===== src/rtl/uart_cmd_responder_if.sv =====
`timescale 1ns/1ps
// Link between the command responder and its UART receiver/transmitter and register bus.
// The master side is the responder; the slave side is the surrounding UART and register file.
interface uart_cmd_responder_if;
  logic [7:0] ipRxData;
  logic       ipRxValid;
  logic [7:0] opTxData;
  logic       opTxSend;
  logic       ipTxBusy;
  logic [7:0] opAddr;
  logic [7:0] opWrData;
  logic       opWrEnable;
  logic [7:0] ipRdData;

  modport master (
    input  ipRxData, ipRxValid, ipTxBusy, ipRdData,
    output opTxData, opTxSend, opAddr, opWrData, opWrEnable
  );

  modport slave (
    output ipRxData, ipRxValid, ipTxBusy, ipRdData,
    input  opTxData, opTxSend, opAddr, opWrData, opWrEnable
  );
endinterface


===== src/rtl/uart_cmd_responder.sv =====
`timescale 1ns/1ps
// Parses SYNC/CMD/ADDR/DATA packets from a UART into register bus accesses and answers with one byte.
// Define CHECKSUM_EN to require a trailing CHK byte (CMD ^ ADDR ^ DATA).
module uart_cmd_responder #(
  parameter int unsigned TIMEOUT_CYCLES = 50000
) (
  input logic                  ipClk,
  input logic                  ipReset,
  uart_cmd_responder_if.master bus
);
  localparam int unsigned ByteW = 8;
  localparam int unsigned CntW  = $clog2(TIMEOUT_CYCLES + 1);
  localparam logic [ByteW-1:0] SyncByte = 8'h55;
  localparam logic [ByteW-1:0] CmdWrite = 8'h01;
  localparam logic [ByteW-1:0] CmdRead  = 8'h02;
  localparam logic [ByteW-1:0] AckByte  = 8'h06;
  localparam logic [ByteW-1:0] NakByte  = 8'h15;

  typedef enum logic [3:0] {
    Idle, Cmd, Addr, Data, Check, Exec, RdWait, TxWaitIdle, TxAssert, TxRelease
  } stateT;

  stateT            state, stateNext;
  logic [CntW-1:0]  gapCount;
  logic [ByteW-1:0] cmdByte, addrByte, dataByte;
  logic [ByteW-1:0] cmdCur, addrCur, dataCur;
  logic             inPacket, timeoutHit, rxAccept, chkOk, cmdValid;
  logic [ByteW-1:0] txDataReg, addrReg, wrDataReg;
  logic [ByteW-1:0] txDataNext, addrNext, wrDataNext;
  logic             txSendReg, wrEnableReg, txSendNext, wrEnableNext;

  assign inPacket   = (state == Cmd) || (state == Addr) || (state == Data) || (state == Check);
  assign timeoutHit = inPacket && (gapCount == CntW'(TIMEOUT_CYCLES - 1));
  assign rxAccept   = bus.ipRxValid && !timeoutHit;

  // Captured bytes including the one arriving this cycle, so Exec-entry outputs can register directly
  assign cmdCur  = (state == Cmd  && rxAccept) ? bus.ipRxData : cmdByte;
  assign addrCur = (state == Addr && rxAccept) ? bus.ipRxData : addrByte;
  assign dataCur = (state == Data && rxAccept) ? bus.ipRxData : dataByte;

`ifdef CHECKSUM_EN
  logic [ByteW-1:0] chkByte, chkCur;
  assign chkCur = (state == Check && rxAccept) ? bus.ipRxData : chkByte;
  assign chkOk  = (chkCur == (cmdCur ^ addrCur ^ dataCur));
`else
  assign chkOk  = 1'b1;
`endif

  assign cmdValid = chkOk && ((cmdCur == CmdWrite) || (cmdCur == CmdRead));

  always_ff @(posedge ipClk or posedge ipReset) begin
    if (ipReset) state <= Idle;
    else         state <= stateNext;
  end

  always_comb begin
    stateNext = state;
    unique case (state)
      Idle:       if (bus.ipRxValid && bus.ipRxData == SyncByte) stateNext = Cmd;
      Cmd:        if (timeoutHit) stateNext = Idle; else if (rxAccept) stateNext = Addr;
      Addr:       if (timeoutHit) stateNext = Idle; else if (rxAccept) stateNext = Data;
`ifdef CHECKSUM_EN
      Data:       if (timeoutHit) stateNext = Idle; else if (rxAccept) stateNext = Check;
`else
      Data:       if (timeoutHit) stateNext = Idle; else if (rxAccept) stateNext = Exec;
`endif
      Check:      if (timeoutHit) stateNext = Idle; else if (rxAccept) stateNext = Exec;
      Exec:       stateNext = (cmdValid && cmdCur == CmdRead) ? RdWait : TxWaitIdle;
      RdWait:     stateNext = TxWaitIdle;
      TxWaitIdle: if (!bus.ipTxBusy) stateNext = TxAssert;
      TxAssert:   if (bus.ipTxBusy) stateNext = TxRelease;
      TxRelease:  stateNext = Idle;
      default:    stateNext = Idle;
    endcase
  end

  // Next values of the registered outputs, keyed on the state being entered
  always_comb begin
    txDataNext   = txDataReg;
    addrNext     = addrReg;
    wrDataNext   = wrDataReg;
    wrEnableNext = 1'b0;
    txSendNext   = (stateNext == TxAssert);
    if (stateNext == Exec && cmdValid) addrNext = addrCur;
    if (stateNext == Exec && cmdValid && cmdCur == CmdWrite) begin
      wrEnableNext = 1'b1;
      wrDataNext   = dataCur;
    end
    if (state == Exec && stateNext == TxWaitIdle) txDataNext = cmdValid ? AckByte : NakByte;
    if (state == RdWait) txDataNext = bus.ipRdData;
  end

  always_ff @(posedge ipClk or posedge ipReset) begin
    if (ipReset) begin
      gapCount    <= '0;
      cmdByte     <= '0;
      addrByte    <= '0;
      dataByte    <= '0;
`ifdef CHECKSUM_EN
      chkByte     <= '0;
`endif
      txDataReg   <= '0;
      addrReg     <= '0;
      wrDataReg   <= '0;
      txSendReg   <= 1'b0;
      wrEnableReg <= 1'b0;
    end else begin
      gapCount    <= (bus.ipRxValid || !inPacket) ? '0 : gapCount + CntW'(1);
      cmdByte     <= cmdCur;
      addrByte    <= addrCur;
      dataByte    <= dataCur;
`ifdef CHECKSUM_EN
      chkByte     <= chkCur;
`endif
      txDataReg   <= txDataNext;
      addrReg     <= addrNext;
      wrDataReg   <= wrDataNext;
      txSendReg   <= txSendNext;
      wrEnableReg <= wrEnableNext;
    end
  end

  assign bus.opTxData   = txDataReg;
  assign bus.opTxSend   = txSendReg;
  assign bus.opAddr     = addrReg;
  assign bus.opWrData   = wrDataReg;
  assign bus.opWrEnable = wrEnableReg;
endmodule


===== src/flat_wrapper.sv =====
// flat-port wrapper written by rule: the top's interface ports become plain ports
module uart_cmd_responder_flat 
#(
  parameter int unsigned TIMEOUT_CYCLES = 50000
)
  (ipClk, ipReset, bus_ipRxData, bus_ipRxValid, bus_ipTxBusy, bus_ipRdData, bus_opTxData, bus_opTxSend, bus_opAddr, bus_opWrData, bus_opWrEnable);
  uart_cmd_responder_if bus_i ();
  input logic ipClk;
  input logic ipReset;
  input wire logic [$bits(bus_i.ipRxData)-1:0] bus_ipRxData;
  input wire logic [$bits(bus_i.ipRxValid)-1:0] bus_ipRxValid;
  input wire logic [$bits(bus_i.ipTxBusy)-1:0] bus_ipTxBusy;
  input wire logic [$bits(bus_i.ipRdData)-1:0] bus_ipRdData;
  output wire logic [$bits(bus_i.opTxData)-1:0] bus_opTxData;
  output wire logic [$bits(bus_i.opTxSend)-1:0] bus_opTxSend;
  output wire logic [$bits(bus_i.opAddr)-1:0] bus_opAddr;
  output wire logic [$bits(bus_i.opWrData)-1:0] bus_opWrData;
  output wire logic [$bits(bus_i.opWrEnable)-1:0] bus_opWrEnable;
  assign bus_i.ipRxData = bus_ipRxData;
  assign bus_i.ipRxValid = bus_ipRxValid;
  assign bus_i.ipTxBusy = bus_ipTxBusy;
  assign bus_i.ipRdData = bus_ipRdData;
  assign bus_opTxData = bus_i.opTxData;
  assign bus_opTxSend = bus_i.opTxSend;
  assign bus_opAddr = bus_i.opAddr;
  assign bus_opWrData = bus_i.opWrData;
  assign bus_opWrEnable = bus_i.opWrEnable;
  uart_cmd_responder #(.TIMEOUT_CYCLES(TIMEOUT_CYCLES)) u_core (.ipClk(ipClk), .ipReset(ipReset), .bus(bus_i));
endmodule

===== config.mk =====
export PLATFORM = sky130hd
export DESIGN_NAME = uart_cmd_responder_flat
export DESIGN_NICKNAME = d
export VERILOG_FILES = /design/src/rtl/uart_cmd_responder_if.sv /design/src/rtl/uart_cmd_responder.sv /design/src/flat_wrapper.sv
export SDC_FILE = /design/constraint.sdc
export NUM_CORES = 1
export LEC_CHECK = 0
export CORE_ASPECT_RATIO = 1.75
export CORE_MARGIN = 2
export CORE_UTILIZATION = 50
export CTS_CLUSTER_DIAMETER = 30
export DETAILED_ROUTE_END_ITERATION = 7
export PLACE_DENSITY_LB_ADDON = 0.2
export SLEW_MARGIN = 0
export SYNTH_ARGS = -nofsm -noshare
export SYNTH_HDL_FRONTEND = slang
export SYNTH_SLANG_ARGS = --single-unit

===== constraint.sdc =====
create_clock -name ipClk -period 3.21 [get_ports ipClk]
set_input_delay 0.4815 -clock ipClk [delete_from_list [all_inputs] [get_ports ipClk]]
set_output_delay 0.4815 -clock ipClk [all_outputs]
set_load 0.01 [all_outputs]

==> key figures <==
Place
  – Placer Congestion: 0.896
  – I/O Buffers: 45
  – Cells after DPL: 397
  – Hpwl dp: 4.79 mm

Clock network
  – Clk sinks: 70
  – H-tree lvl count: 3
  – Clk_lat worst skew: 330 ps
  – Worst-case clock buffer depth: 2
  – # resized after CTS: 0
  – Root Driver: clkbuf_16
  – CTS tree: yes
  – Post-CTS Repair Setup Buffers: 0
  – Total CTS buffers: 9
  – Hold_buf cts: 0
  – Clk slew on worst S/H paths: 50 ps

Die
  – Core Area: 6490 sq um
  – Die Ht: 112 um
  – Ports: 46
  – Area of the die: 7330 sq um
  – Starting Density: 51.1%
  – Die width: 65.6 um
  – Rows: 39

Yosys
  – Largest family of logic cells by synthesized area: simple AND/OR/NAND/NOR gates
  – Mean Syn Cell Area: 12.0 sq um
  – Synth unique cells: 44
  – Synth Area in Adders: 0.377%
  – Yosys reg bits: 70
  – Top post-synthesis cells by area: dfrtp_1, mux2_2, xor2_1
  – Post-Synth XOR/XNOR Area: 4.71%
  – Sequential area share after synthesis: 52.8%
  – Post-Syn Instances: 277
  – Post-synthesis compound-gate area fraction: 6.75%
  – Synth Area in Simple Gates: 18.4%
  – Post-synth EDFFs: 0
  – Post-synth top area share: 52.8%
  – Cell with the most instances after synthesis: dfrtp_1
  – Post-Syn Area: 3320 sq um
  – Ys flop type: dfrtp_1
  – Post-synth top area cell: dfrtp_1
  – Yosys warns: 0
  – Async S/R FF share, synth: 100%
  – Post-synth top cells: dfrtp_1, mux2_2, nor2_1
  – Mux share of post-synthesis cell area: 14.6%
  – Syn_nets: 298

Power and ir drop
  – Lkg Pwr: 1.79 nW
  – Overall Power: 3.54 mW
  – PwrDens: 847 nW/um^2
  – Peak VDD IR: 545 uV

Hold path
  – Min-delay worst type: flop to flop
  – Hold path depth: 1
  – Hold Path End: u_core.gapCount[0]
  – HP Start: u_core.gapCount[0]

Layout
  – Share of cells above drive strength 1: 21.1%
  – Diode count: 0
  – Layout Utilization: 64.3%
  – Final nets: 347
  – Area added between synthesis and finish: 25.7%
  – Final Non-Filler Cells: 413
  – Filler Cells Inserted: 518

Timing
  – Final Cycle Share: 80.3%
  – RSZ-0062 raised after global routing: no
  – Hold Slack: 469 ps
  – Max frequency: 388 MHz
  – Setup tns final: 0 ps
  – Setup Skew: 6.34 ps
  – Actual slew at the worst max-slew pin: 669 ps
  – Slew HR: 55.4%
  – Min Tclk post-route: 2580 ps
  – Final hold vios: 0
  – Max-slew violations: 0
  – Setup-failing EPs final: 0

Critical path
  – CP endpoint kind: flop
  – Slack of the worst reg-to-reg path: 630 ps
  – Worst setup SP type: flop
  – Reg-to-reg critical path startpoint: u_core.gapCount[0]
  – Crit path DAT: 2790 ps
  – CP max FO: 8
  – Critical R2R Capture: u_core.bus.opAddr[1]
  – Kind of critical path: flop to flop
  – Reg2Reg Depth: 6
  – WP data required: 3420 ps

GRT
  – Vias in the first global route: 2410
  – Global route overflow: 0
  – Global-route wire length before repair: 11.2 mm
  – Pin count of the biggest net entering global routing: 41
  – GRT Total Usage: 20.7%
  – Initial antenna violation count: 0

Routing
  – Initial DRC Count: 145
  – Uppermost routed layer: met4
  – DRC viols: 0
  – Metal3 WL: 231 um
  – Vias per Instance: 5.52
  – WL final: 6.55 mm
  – Via count: 2281
  – Drt first pass iters: 4
  – WL per Instance: 15.9 um
  – Post-route ant nets: 0
  – WL met2: 3.57 mm
  – WL met1: 2.49 mm

Job
  – Max Cap Violations: 0

Status
  – Status: finished, final reports clean
==> kinds of logic (layout without fill, tap and decap cells) <==
kind of cell	Yosys count	count (layout)
muxes	42	42
AOI/OAI and AO/OA	24	24
buffers and inverters	15	69
and+or+nand+nor	108	108
xor gates and xnor gates	17	17
DFF	70	70
adders and majority gates	1	1
==> report_power, final <==
group	switching (mW)	internal [mW]
clock network	0.352	0.758
registers	0.196	1.16
logic	0.507	0.564
total	1.05	2.48
==> placed cells by master (no fill, tap or decap), types with 3 or more instances in the layout <==
cell type and instances:
clkbuf_16 9, clkbuf_1 3, xor2_1 10, nor3_1 4, nor4b_1 3, nand3b_1 3, nand4_1 4, mux2_4 3
clkdlybuf4s50_1 45, nand4b_1 5, inv_1 5, xnor2_1 6, bufinv_16 3, mux2_2 37, a21oi_1 5, nand2b_1 4
nand3_1 17, dfrtp_1 70, nor2_1 22, nand2_1 21, nor4_1 3, o21ai_0 8, and3_1 7, nor2b_1 4
==> area by class of cell <==
cell class	instances	area [sq um]	share of cell area (%)
flip-flops and latches	70	1750	42.0
multi-input cells	192	1490	35.6
repair buffers	47	478	11.5
clock buffers	12	236	5.67
well taps	82	103	2.46
clock inverters	4	95.1	2.28
inverters	6	22.5	0.540
==> state kept, by name, indices dropped and copies added, names as in the netlist, 4 cells and up <==
signal               flops
u_core.dataByte          8
u_core.state             4
u_core.gapCount         16
u_core.bus.opAddr        8
u_core.bus.opWrData      8
u_core.bus.opTxData      8
u_core.cmdByte           8
u_core.addrByte          8
==> worst max-delay path by stage <==
stage	cells past startpoint	slack, ps	endpoint	from
floorplan	8	840	u_core.bus.opAddr[1]	u_core.gapCount[0]
global placement	6	470	u_core.bus.opAddr[0]	bus_ipRxValid
detailed placement	6	400	u_core.bus.opAddr[0]	bus_ipRxValid
CTS	6	610	u_core.bus.opAddr[1]	u_core.gapCount[0]
global route	6	520	u_core.bus.opAddr[1]	u_core.gapCount[0]
finish	6	630	u_core.bus.opAddr[1]	u_core.gapCount[0]
==> worst max-delay path, cell delays in order (launching register included) <==
cell,delay (ps)
dfrtp_1,390
ha_1,220
and3_1,260
and4_1,340
a211oi_4,560
mux2_2,400
mux2_1,270
==> layer usage <==
metal | up-vias | global-route usage [%]
li1 | 1083 | -
met1 | 1134 | 22.6
met2 | 44 | 34.3
met3 | 20 | 6.26
met4 | 0 | 12.5
met5 | - | 0
==> stage by stage <==
| stage | instance area [sq um] | setup slack (ps) |
|---|---|---|
| 2_1_floorplan | 3320 | 845 |
| 3_3_place_gp | 3840 | 474 |
| 3_5_place_dp | 3840 | 403 |
| 4_1_cts | 4170 | 611 |
| 5_1_grt | 4170 | 523 |
| 6_report | 4170 | 631 |
Power figures use the tool's default switching activity.
